$ cat config.mk
export PLATFORM = sky130hd
export DESIGN_NAME = interval_timer_ctrl
export DESIGN_NICKNAME = d
export VERILOG_FILES = /design/src/rtl/timer_pkg.sv /design/src/rtl/interval_timer_ctrl_count_core.sv /design/src/rtl/interval_timer_ctrl.sv
export SDC_FILE = /design/constraint.sdc
export NUM_CORES = 1
export LEC_CHECK = 0
export CAP_MARGIN = 5
export CORE_UTILIZATION = 45
export CTS_CLUSTER_DIAMETER = 150
export DETAILED_ROUTE_END_ITERATION = 10
export HOLD_SLACK_MARGIN = 0.02
export PLACE_DENSITY = 0.75
export SYNTH_ARGS = -nofsm -noshare
export SYNTH_HDL_FRONTEND = slang
export SYNTH_SLANG_ARGS = --single-unit
$ cat constraint.sdc
create_clock -name clk -period 2 [get_ports clk]
set_input_delay 0.2 -clock clk [delete_from_list [all_inputs] [get_ports clk]]
set_output_delay 0.2 -clock clk [all_outputs]
set_load 0.01 [all_outputs]
$ cat src/rtl/timer_pkg.sv
// Shared types and constants for the interval timer controller and its counting core.
package timer_pkg;

  typedef enum logic [1:0] {
    IDLE = 2'd0,
    RUN  = 2'd1,
    DONE = 2'd2
  } state_t;

  localparam logic MODE_ONESHOT  = 1'b0;
  localparam logic MODE_PERIODIC = 1'b1;

  localparam int DEF_WIDTH   = 4;
  localparam int DEF_PRESC_W = 4;

endpackage

$ cat src/rtl/interval_timer_ctrl_count_core.sv
// WIDTH-bit up-counter with synchronous clear (priority over enable) and async reset.
module count_core
  import timer_pkg::*;
#(
  parameter int WIDTH = DEF_WIDTH
) (
  input  logic             clk,
  input  logic             reset,
  input  logic             clear,
  input  logic             enable,
  output logic [WIDTH-1:0] count
);

  localparam logic [WIDTH-1:0] ZERO = {WIDTH{1'b0}};
  localparam logic [WIDTH-1:0] ONE  = {{(WIDTH-1){1'b0}}, 1'b1};

  logic [WIDTH-1:0] count_r;

  // Count register: clear wins over enable, wraps modulo 2^WIDTH.
  always_ff @(posedge clk or posedge reset) begin
    if (reset) begin
      count_r <= ZERO;
    end else if (clear) begin
      count_r <= ZERO;
    end else if (enable) begin
      count_r <= count_r + ONE;
    end else begin
      count_r <= count_r;
    end
  end

  assign count = count_r;

endmodule

$ cat src/rtl/interval_timer_ctrl.sv
// Interval timer controller: sequences count_core through IDLE/RUN/DONE.
// Optional step prescaler is built when TIMER_PRESCALE_EN is defined.
module interval_timer_ctrl
  import timer_pkg::*;
#(
  parameter int WIDTH   = DEF_WIDTH
`ifdef TIMER_PRESCALE_EN
  , parameter int PRESC_W = DEF_PRESC_W
`endif
) (
  input  logic               clk,
  input  logic               reset,
  input  logic               start,
  input  logic               stop,
  input  logic               hold,
  input  logic               mode,
  input  logic [WIDTH-1:0]   limit,
`ifdef TIMER_PRESCALE_EN
  input  logic [PRESC_W-1:0] presc,
`endif
  output logic [WIDTH-1:0]   count,
  output logic               busy,
  output logic               tick,
  output logic               done
);

  state_t           state_r, state_s;
  logic [WIDTH-1:0] limit_r;
  logic             mode_r;
  logic             tick_r, busy_r, done_r;
  logic             clear_s, enable_s, tick_s, capture_s;
  logic             step_s, presc_ok_s, at_lim_s;
  logic [WIDTH-1:0] count_s;

  count_core #(.WIDTH(WIDTH)) u_core (
    .clk    (clk),
    .reset  (reset),
    .clear  (clear_s),
    .enable (enable_s),
    .count  (count_s)
  );

`ifdef TIMER_PRESCALE_EN
  localparam logic [PRESC_W-1:0] P_ZERO = {PRESC_W{1'b0}};
  localparam logic [PRESC_W-1:0] P_ONE  = {{(PRESC_W-1){1'b0}}, 1'b1};

  logic [PRESC_W-1:0] presc_r, p_r;

  // Prescaler: p runs 0..presc_r while counting; frozen by hold.
  always_ff @(posedge clk or posedge reset) begin
    if (reset) begin
      presc_r <= P_ZERO;
      p_r     <= P_ZERO;
    end else if (capture_s) begin
      presc_r <= presc;
      p_r     <= P_ZERO;
    end else if (stop) begin
      p_r <= P_ZERO;
    end else if ((state_r == RUN) && !hold) begin
      p_r <= (p_r == presc_r) ? P_ZERO : (p_r + P_ONE);
    end else begin
      p_r <= p_r;
    end
  end

  assign presc_ok_s = (p_r == presc_r);
`else
  assign presc_ok_s = 1'b1;
`endif

  assign step_s   = (state_r == RUN) && !hold && presc_ok_s;
  assign at_lim_s = (count_s == limit_r);

  // Next-state and core control; stop dominates every other request.
  always_comb begin
    state_s   = state_r;
    clear_s   = 1'b0;
    enable_s  = 1'b0;
    tick_s    = 1'b0;
    capture_s = 1'b0;
    if (stop) begin
      state_s = IDLE;
      clear_s = 1'b1;
    end else begin
      case (state_r)
        IDLE, DONE: begin
          if (start) begin
            capture_s = 1'b1;
            clear_s   = 1'b1;
            state_s   = RUN;
          end else begin
            state_s = state_r;
          end
        end
        RUN: begin
          if (step_s && at_lim_s) begin
            tick_s = 1'b1;
            if (mode_r == MODE_PERIODIC) begin
              clear_s = 1'b1;
            end else begin
              state_s = DONE;
            end
          end else if (step_s) begin
            enable_s = 1'b1;
          end else begin
            enable_s = 1'b0;
          end
        end
        default: begin
          state_s = IDLE;
          clear_s = 1'b1;
        end
      endcase
    end
  end

  // Control registers; busy/done are registered from the next state.
  always_ff @(posedge clk or posedge reset) begin
    if (reset) begin
      state_r <= IDLE;
      limit_r <= {WIDTH{1'b0}};
      mode_r  <= MODE_ONESHOT;
      tick_r  <= 1'b0;
      busy_r  <= 1'b0;
      done_r  <= 1'b0;
    end else begin
      state_r <= state_s;
      tick_r  <= tick_s;
      busy_r  <= (state_s == RUN);
      done_r  <= (state_s == DONE);
      if (capture_s) begin
        limit_r <= limit;
        mode_r  <= mode;
      end else begin
        limit_r <= limit_r;
        mode_r  <= mode_r;
      end
    end
  end

  assign count = count_s;
  assign busy  = busy_r;
  assign tick  = tick_r;
  assign done  = done_r;

endmodule

==> metrics.csv <==
metric;value;unit
setup_viol;0;
vdd_drop_max;531;uV
fin_worst_skew;0.00795;ns
cpPeakStageDelay;0.54;ns
power_leakage;0.386;nW
hold_buffers;0;
relSlewSlack;0.619;
cap_violations;0;
grt_use_total;0.183;
hold_violations;0;
synth.largest_area_cell;dfrtp_1;
synth-edff-count;0;
num_vias;484;
synth.net_count;69;
drt_iter0_markers;5;
grt_pass1_vias;397;
portBuffers;16;
fmax;554;MHz
stdcell_area;878;sq um
timing.hold.ws;0.250;ns
grt_start_max_net_pins;15;
postSynth.asyncResetShare;1.00;
cts_tree;done;
total_power;0.611;mW
gp_congestion;0.758;
die_x;40.2;um
area_delta_synth_final;33.5;%
hpwl;897;um
start_util;0.493;
yosysWarnings;0;
power.density;695;nW/um^2
cp-end-kind;flop;
die_y;40.2;um
cts_setup_buffers;0;
period_share;0.903;
ys_ff_latch;14;
slew_viol_final;0;
layout_setup_ws;0.194;ns
synth_top_area_frac;0.532;
hold_path.class;in2async;
netlist_area;658;sq um
place_area;856;sq um
insertion_delay;0.28;ns
grt_pass1_wl;1800;um
reg2reg_setup_slack;0.19;ns
synth-seq-area-share;0.532;
fin_tns_setup;0;ns
criticalPathCategory;reg2reg;
htreeDepth;1;
drc;0;
r2r_end;state_r[0];
nets;92;
path_cells;xor2_1 > or4_4 > or3_4 > a21o_1;
status;finished, final reports clean;
drt_first_pass_iters;3;
clk_path_buf_depth;2;
antenna_found_initial;0;
reg2reg_depth;4;
io_pins;17;
synthTopCellsByCount;14 x dfrtp_1, 5 x a21oi_1, 5 x xor2_1, 4 x mux2_2;
synth_area_leaders;dfrtp_1 53%, mux2_2 6.8%, xor2_1 6.7%, a21oi_1 3.8%, o41ai_2 2.5%;
grt.overflow.total;0;
routed_wl;1150;um
rsz0062_at_grt;no;
worst_slew_pin_slew;0.565;ns
core;1330;sq um
numCtsBuffers;3;
place_ws;0.188;ns
synth_cell_type_count;22;
required;2.16;ns
cts-root-buf;clkbuf_4;
post_cts_resized;0;
avgSynthCellArea;11.3;sq um
viasPerCell;5.15;
synth_most_common_cell;dfrtp_1;
crit_slowest_cell;or4_4;
drive_gt1_frac;0.177;
detail_route.wl_per_cell;12.3;um
critPathLaunchType;flop;
period_minus_slack;1.81;ns
synthCells;58;
clk_pin_slew;0.08;ns
crit_fanout;5;
die-area;1620;sq um
ys.flop_type;dfrtp_1;
r2r_start;u_core.count[1];
worstPathArrival;1.97;ns
clock-sinks;14;
drtAntennaViolNets;0;
antenna_cells;0;
n_fill_cell;118;
rows;13;
[power breakdown]
| group | total [mW] | internal (mW) | switching (mW) |
|---|---|---|---|
| Clock | 0.152 | 0.0697 | 0.0824 |
| Sequential | 0.331 | 0.312 | 0.0190 |
| Combinational | 0.127 | 0.0700 | 0.0573 |
[cells in the final DEF, fill, tap and decap left out, drive strengths merged]
cell type,netlist,final
o21ai,3,3
nand3,2,2
nor2b,2,2
nor2,2,2
a21o,2,2
clkbuf,1,3
dfrtp,14,14
o41ai,1,1
or3,3,3
o31ai,1,1
or3b,1,1
xor2,5,5
inv,3,3
a21oi,5,5
ha,1,1
mux2,4,4
or4,1,1
a211oi,1,1
buf,0,3
nand2,3,3
nor3,1,1
nor3b,2,2
clkdlybuf4s50,0,16
[final cells by class]
type | instances | area [sq um] | area share
sequential | 14 | 350 | 0.399
multi-input combinational | 40 | 293 | 0.333
tap | 15 | 18.8 | 0.0214
timing repair buffer | 19 | 183 | 0.208
inverter | 3 | 11.3 | 0.0128
clock buffer | 3 | 22.5 | 0.0256
[worst max-delay path by stage]
stage                          from         end  slack [ns]  cells after the start
global placement               hold  state_r[0]        0.21                      4
CTS                 u_core.count[1]  state_r[0]        0.19                      4
floorplan           u_core.count[0]        busy        0.20                      4
detailed placement             hold  state_r[0]        0.19                      4
global route        u_core.count[1]  state_r[0]        0.12                      4
finish              u_core.count[1]  state_r[0]        0.19                      4
[critical path, delay by kind of cell (launching register included)]
kind	cells	cell delay (ns)
and+or+nand+nor	2	0.90
DFF	1	0.43
xor gates and xnor gates	1	0.20
AOI/OAI and AO/OA	1	0.17
[flip-flops by register name (all words and copies together) (netlist names)]
signal        cells
busy              1
mode_r            1
limit_r           4
u_core.count      4
state_r           2
tick              1
done              1
[metal layers]
metal,GRT usage,wire [um],up-vias,share of wire
li1,-,-,247,-
met3,0.100,74,0,0.064
met1,0.256,576,223,0.50
met2,0.242,503,14,0.44
met5,0,0,-,0
met4,0.0500,0,0,0
[logic make-up (layout without fill, tap and decap cells)]
family,count (synthesis),in the layout,synth area share
compound gates,13,13,0.131
xor+xnor,5,5,0.0665
fa+ha+maj,1,1,0.0190
buf+inv,4,25,0.0228
flops,14,14,0.532
mux,4,4,0.0684
simple gates,17,17,0.160
[per-stage QoR]
step	utilization	std cells
after floorplan	-	58
after global placement	0.642	91
after detailed placement	0.642	91
after CTS	0.659	94
after global routing	0.659	94
final	0.659	94
(Power assumes the default switching activity.)
